--- src/rtl/mem_port_arbiter.sv ---
// Two-port arbiter in front of a single-port 128x32 memory.
// Each access runs IDLE -> ISSUE -> RESP. All memory-side outputs come straight from flops.
module mem_port_arbiter #(
  parameter int AW         = 7,
  parameter int DW         = 32,
  parameter int FIXED_PRIO = 0
) (
  input  logic          CLK,
  input  logic          RST,
  input  logic          p0_req,
  input  logic          p0_we,
  input  logic [AW-1:0] p0_addr,
  input  logic [DW-1:0] p0_wdata,
  output logic          p0_ack,
  output logic [DW-1:0] p0_rdata,
  input  logic          p1_req,
  input  logic          p1_we,
  input  logic [AW-1:0] p1_addr,
  input  logic [DW-1:0] p1_wdata,
  output logic          p1_ack,
  output logic [DW-1:0] p1_rdata,
  output logic          mem_cs,
  output logic          mem_we,
  output logic [AW-1:0] mem_addr,
  output logic [DW-1:0] mem_wdata,
  input  logic [DW-1:0] mem_rdata,
  output logic          busy,
  output logic          gnt_id
);

  typedef enum logic [1:0] {IDLE, ISSUE, RESP} state_t;

  state_t        state_reg, state_next;
  logic          gnt_reg, gnt_next;
  logic          we_hold_reg, we_hold_next;
  logic [AW-1:0] addr_hold_reg, addr_hold_next;
  logic [DW-1:0] wdata_hold_reg, wdata_hold_next;
  logic          mem_cs_reg, mem_cs_next;
  logic          mem_we_reg, mem_we_next;
  logic          ack0_reg, ack0_next;
  logic          ack1_reg, ack1_next;
  logic          busy_reg, busy_next;
  logic [DW-1:0] rdata0_reg, rdata0_next;
  logic [DW-1:0] rdata1_reg, rdata1_next;
  logic          winner;

  // Port 1 wins when alone, or on a round-robin tie when port 0 was served last.
  assign winner = p1_req && (!p0_req || ((FIXED_PRIO == 0) && !gnt_reg));

  always_ff @(posedge CLK or negedge RST) begin
    if (!RST) begin
      state_reg      <= IDLE;
      gnt_reg        <= 1'b1;
      we_hold_reg    <= 1'b0;
      addr_hold_reg  <= '0;
      wdata_hold_reg <= '0;
      mem_cs_reg     <= 1'b0;
      mem_we_reg     <= 1'b0;
      ack0_reg       <= 1'b0;
      ack1_reg       <= 1'b0;
      busy_reg       <= 1'b0;
      rdata0_reg     <= '0;
      rdata1_reg     <= '0;
    end else begin
      state_reg      <= state_next;
      gnt_reg        <= gnt_next;
      we_hold_reg    <= we_hold_next;
      addr_hold_reg  <= addr_hold_next;
      wdata_hold_reg <= wdata_hold_next;
      mem_cs_reg     <= mem_cs_next;
      mem_we_reg     <= mem_we_next;
      ack0_reg       <= ack0_next;
      ack1_reg       <= ack1_next;
      busy_reg       <= busy_next;
      rdata0_reg     <= rdata0_next;
      rdata1_reg     <= rdata1_next;
    end
  end

  always_comb begin
    state_next      = state_reg;
    gnt_next        = gnt_reg;
    we_hold_next    = we_hold_reg;
    addr_hold_next  = addr_hold_reg;
    wdata_hold_next = wdata_hold_reg;
    mem_cs_next     = 1'b0;
    mem_we_next     = 1'b0;
    ack0_next       = 1'b0;
    ack1_next       = 1'b0;
    busy_next       = 1'b0;
    rdata0_next     = rdata0_reg;
    rdata1_next     = rdata1_reg;
    case (state_reg)
      IDLE: begin
        if (p0_req || p1_req) begin
          gnt_next        = winner;
          we_hold_next    = winner ? p1_we : p0_we;
          addr_hold_next  = winner ? p1_addr : p0_addr;
          wdata_hold_next = winner ? p1_wdata : p0_wdata;
          mem_cs_next     = 1'b1;
          mem_we_next     = winner ? p1_we : p0_we;
          busy_next       = 1'b1;
          state_next      = ISSUE;
        end
      end
      ISSUE: begin
        // The memory has produced read data on the falling edge inside this cycle.
        if (!we_hold_reg) begin
          if (gnt_reg) rdata1_next = mem_rdata;
          else         rdata0_next = mem_rdata;
        end
        ack0_next  = !gnt_reg;
        ack1_next  = gnt_reg;
        busy_next  = 1'b1;
        state_next = RESP;
      end
      RESP: begin
        state_next = IDLE;
      end
      default: begin
        state_next = IDLE;
      end
    endcase
  end

  assign mem_cs    = mem_cs_reg;
  assign mem_we    = mem_we_reg;
  assign mem_addr  = addr_hold_reg;
  assign mem_wdata = wdata_hold_reg;
  assign p0_ack    = ack0_reg;
  assign p1_ack    = ack1_reg;
  assign p0_rdata  = rdata0_reg;
  assign p1_rdata  = rdata1_reg;
  assign busy      = busy_reg;
  assign gnt_id    = gnt_reg;

endmodule

--- config.mk ---
export PLATFORM = sky130hd
export DESIGN_NAME = mem_port_arbiter
export DESIGN_NICKNAME = d
export VERILOG_FILES = /design/src/rtl/mem_port_arbiter.sv
export SDC_FILE = /design/constraint.sdc
export NUM_CORES = 1
export LEC_CHECK = 0
export BUFFER_PORTS_ARGS = -buffer_cell sky130_fd_sc_hd__clkbuf_2
export CORE_UTILIZATION = 46
export DETAILED_ROUTE_END_ITERATION = 10
export PLACE_DENSITY_LB_ADDON = 0.3
export SLEW_MARGIN = 25
export SYNTH_ARGS = -nofsm -noshare
export SYNTH_HDL_FRONTEND = slang
export SYNTH_SLANG_ARGS = --single-unit
export TNS_END_PERCENT = 100
--- constraint.sdc ---
create_clock -name CLK -period 1.8 [get_ports CLK]
set_input_delay 0.36 -clock CLK [delete_from_list [all_inputs] [get_ports CLK]]
set_output_delay 0.36 -clock CLK [all_outputs]
set_load 0.1 [all_outputs]
==> impl_metrics.prom <==
# TYPE chip_impl_metric gauge
chip_impl_metric{name="io_pins",unit=""} 225
chip_impl_info{name="critPathLaunchType",value="register"} 1
chip_impl_metric{name="die-width",unit="um"} 101
chip_impl_metric{name="clk_pin_slew_worst_paths",unit="ns"} 0.11
chip_impl_info{name="holdCritPathClass",value="in2async"} 1
chip_impl_metric{name="finish.net_count",unit=""} 715
chip_impl_metric{name="yosys.area.top_type_share",unit="%"} 61.1
chip_impl_metric{name="diodes",unit=""} 0
chip_impl_metric{name="synthesis.area",unit="sq um"} 4540
chip_impl_metric{name="maxCapViolCount",unit=""} 0
chip_impl_metric{name="fill_cells",unit=""} 789
chip_impl_metric{name="vias",unit=""} 3755
chip_impl_info{name="layout.cells.most_common_list",value="222 x sky130_fd_sc_hd__clkbuf_2, 111 x sky130_fd_sc_hd__dfrtp_1, 78 x sky130_fd_sc_hd__nand2_1, 62 x sky130_fd_sc_hd__mux2_2, 42 x sky130_fd_sc_hd__a21oi_1"} 1
chip_impl_metric{name="reg2regPathDepth",unit=""} 4
chip_impl_info{name="unrepaired_setup_endpoints_after_global_routing",value="false"} 1
chip_impl_info{name="run_status",value="completed"} 1
chip_impl_metric{name="chipHeight",unit="um"} 101
chip_impl_metric{name="routed_wirelength",unit="mm"} 11.0
chip_impl_metric{name="timing.critical_path.arrival",unit="ns"} 1.92
chip_impl_metric{name="dp.final_hpwl",unit="mm"} 8.04
chip_impl_metric{name="maxSlewViolCount",unit=""} 0
chip_impl_info{name="root_buffer",value="sky130_fd_sc_hd__clkbuf_8"} 1
chip_impl_info{name="destination_of_the_worst_register_to_register_timing_path",value="p1_rdata[31]"} 1
chip_impl_info{name="synth.largest_area_cell",value="sky130_fd_sc_hd__dfrtp_1"} 1
chip_impl_metric{name="post_drt_wl_per_cell",unit="um"} 15.0
chip_impl_metric{name="postLayoutCellArea",unit="sq um"} 6080
chip_impl_metric{name="pin_count_of_the_biggest_net_entering_global_routing",unit=""} 113
chip_impl_metric{name="areaGrowthSynthToFinish",unit="%"} 33.8
chip_impl_metric{name="distinct_cell_type_count_of_the_synthesized_netlist",unit=""} 22
chip_impl_metric{name="fp.dieArea",unit="sq um"} 10300
chip_impl_metric{name="first_global_vias",unit=""} 3718
chip_impl_metric{name="cts_repair_resize_count",unit=""} 0
chip_impl_metric{name="initialDrtViolationCount",unit=""} 99
chip_impl_metric{name="core.rowCount",unit=""} 35
chip_impl_metric{name="gr-usage-all-layers",unit="%"} 22.4
chip_impl_metric{name="path_max_fanout",unit=""} 28
chip_impl_metric{name="cts_hold_repair.buffers",unit=""} 0
chip_impl_metric{name="r2r_setup_slack",unit="ns"} 0.13
chip_impl_metric{name="first_pass_iters",unit=""} 4
chip_impl_metric{name="synth_edf_count",unit=""} 0
chip_impl_info{name="crit_path_end_kind",value="register"} 1
chip_impl_info{name="cts_tree",value="done"} 1
chip_impl_metric{name="place_area",unit="sq um"} 5850
chip_impl_metric{name="post_synthesis_cells",unit=""} 380
chip_impl_metric{name="synth.ff_latch_count",unit=""} 112
chip_impl_metric{name="clk-insertion-delay-late",unit="ns"} 0.36
chip_impl_metric{name="remaining_drc_errors",unit=""} 0
chip_impl_metric{name="synthArstFlopShare",unit="%"} 100
chip_impl_metric{name="number_of_warnings_issued_by_yosys",unit=""} 0
chip_impl_metric{name="drive_gt1_share",unit="%"} 53.0
chip_impl_metric{name="place_congestion",unit=""} 0.729
chip_impl_metric{name="syn_avg_cell_area",unit="sq um"} 12.0
chip_impl_info{name="critical_path_class",value="reg2reg"} 1
chip_impl_info{name="synth_ff_type",value="sky130_fd_sc_hd__dfrtp_1"} 1
chip_impl_metric{name="transition_time_at_the_pin_with_the_least_slew_margin",unit="ns"} 0.598
chip_impl_metric{name="starting_density_of_the_core",unit="%"} 48.3
chip_impl_metric{name="timing.final.crit_share",unit="%"} 93.0
chip_impl_metric{name="layout_min_cycle_time",unit="ns"} 1.67
chip_impl_metric{name="antenna_found_initial",unit=""} 0
chip_impl_metric{name="via_density_per_instance",unit=""} 5.12
chip_impl_metric{name="clock_sinks",unit=""} 112
chip_impl_info{name="leading_cell_type_in_the_layout_fill_and_taps_excluded",value="sky130_fd_sc_hd__clkbuf_2"} 1
chip_impl_metric{name="tns",unit="ns"} 0
chip_impl_metric{name="syn-num-nets",unit=""} 496
chip_impl_metric{name="cts_inserted_buffers",unit=""} 9
chip_impl_metric{name="final_antenna_net_count",unit=""} 0
chip_impl_info{name="yosys-top-cells-area",value="sky130_fd_sc_hd__dfrtp_1 61%, sky130_fd_sc_hd__mux2_2 15%, sky130_fd_sc_hd__nand2_1 6.4%"} 1
chip_impl_metric{name="cts_max_level",unit=""} 3
chip_impl_metric{name="max-slew-margin-rel",unit="%"} 60.2
chip_impl_metric{name="grt_pass1_wl",unit="mm"} 17.7
chip_impl_metric{name="portBuffers",unit=""} 224
chip_impl_metric{name="synth-seq-area-share",unit="%"} 61.7
chip_impl_metric{name="largest_clock_skew_in_the_final_design",unit="ns"} 0.0143
chip_impl_metric{name="cts_buffer_depth",unit=""} 2
chip_impl_metric{name="core_region_area",unit="sq um"} 9420
chip_impl_metric{name="grt_overflow_total",unit=""} 0
chip_impl_metric{name="worstPathRequired",unit="ns"} 2.05
chip_impl_metric{name="finalHoldViolCount",unit=""} 0
chip_impl_info{name="r2r-start",value="state_reg[1]"} 1
chip_impl_metric{name="cts.repair_timing.setup_buffer_count",unit=""} 0
chip_impl_metric{name="maxClockFrequency",unit="MHz"} 597
chip_impl_metric{name="final_setup_fails",unit=""} 0
area by class of cell:
class | instances | area [sq um] | share of cell area, %
Multi-Input combinational cell | 239 | 1600 | 26.3
Inverter | 1 | 3.75 | 0.0618
Clock inverter | 7 | 101 | 1.67
Tap cell | 129 | 161 | 2.66
Clock buffer | 9 | 124 | 2.04
Timing Repair Buffer | 236 | 1280 | 21.0
Sequential cell | 112 | 2810 | 46.2
how the worst max path moves through the flow:
| stage | startpoint | endpoint | cells after the start |
|---|---|---|---|
| final | state_reg[1] | p1_rdata[31] | 4 |
| after global routing | state_reg[1] | p1_rdata[29] | 4 |
| after CTS | state_reg[1] | p1_rdata[29] | 4 |
| after detailed placement | state_reg[1] | p1_rdata[29] | 4 |
| after global placement | gnt_id | p1_rdata[11] | 3 |
| after floorplan | gnt_id | p1_rdata[10] | 3 |
logic make-up (layout without fill, tap and decap cells):
kind of cell | after synthesis | after routing | share of synthesized area, %
flip-flops | 112 | 112 | 61.7
AND/OR/NAND/NOR | 90 | 90 | 8.23
AO/OA/AOI/OAI | 84 | 84 | 10.5
multiplexers | 65 | 65 | 16.1
buffers and inverters | 29 | 253 | 3.44
synthesized netlist by cell type, types with 2 or more instances:
cell type / count
sky130_fd_sc_hd__buf_6: 3
sky130_fd_sc_hd__mux2_1: 2
sky130_fd_sc_hd__and2_1: 3
sky130_fd_sc_hd__a31oi_1: 40
sky130_fd_sc_hd__nand2_1: 78
sky130_fd_sc_hd__clkbuf_1: 13
sky130_fd_sc_hd__dfrtp_1: 111
sky130_fd_sc_hd__a21oi_1: 42
sky130_fd_sc_hd__buf_2: 8
sky130_fd_sc_hd__buf_4: 4
sky130_fd_sc_hd__nor2_1: 4
sky130_fd_sc_hd__mux2_2: 62
routing by layer:
metal | part of all wire [%] | track usage (%) | vias up
met1 | 41 | 26.9 | 1819
met4 | 2.1 | 9.70 | 0
met3 | 6.8 | 6.07 | 16
li1 | - | - | 1758
met2 | 50 | 38.0 | 162
met5 | 0 | 0 | -
per-stage QoR:
step	hold WS, ns	setup slack [ns]	instances	utilization [%]
6_report	0.0412	0.125	733	64.5
5_1_grt	0.0663	0.0345	733	64.5
4_1_cts	0.0716	0.112	733	64.5
3_5_place_dp	0.477	0.124	717	62.2
3_3_place_gp	0.474	0.180	717	62.2
2_1_floorplan	0.0644	0.0113	380	-
critical path, stage by stage, from the launching register on:
cell                       delay [ns]
sky130_fd_sc_hd__dfrtp_1         0.43
sky130_fd_sc_hd__nand2b_1        0.27
sky130_fd_sc_hd__nor3b_4         0.27
sky130_fd_sc_hd__buf_12          0.22
sky130_fd_sc_hd__mux2_2          0.36
Power is left out: the tool's default activity adds up to more than one toggle a clock period on the data nets, which glitch-free logic cannot reach.
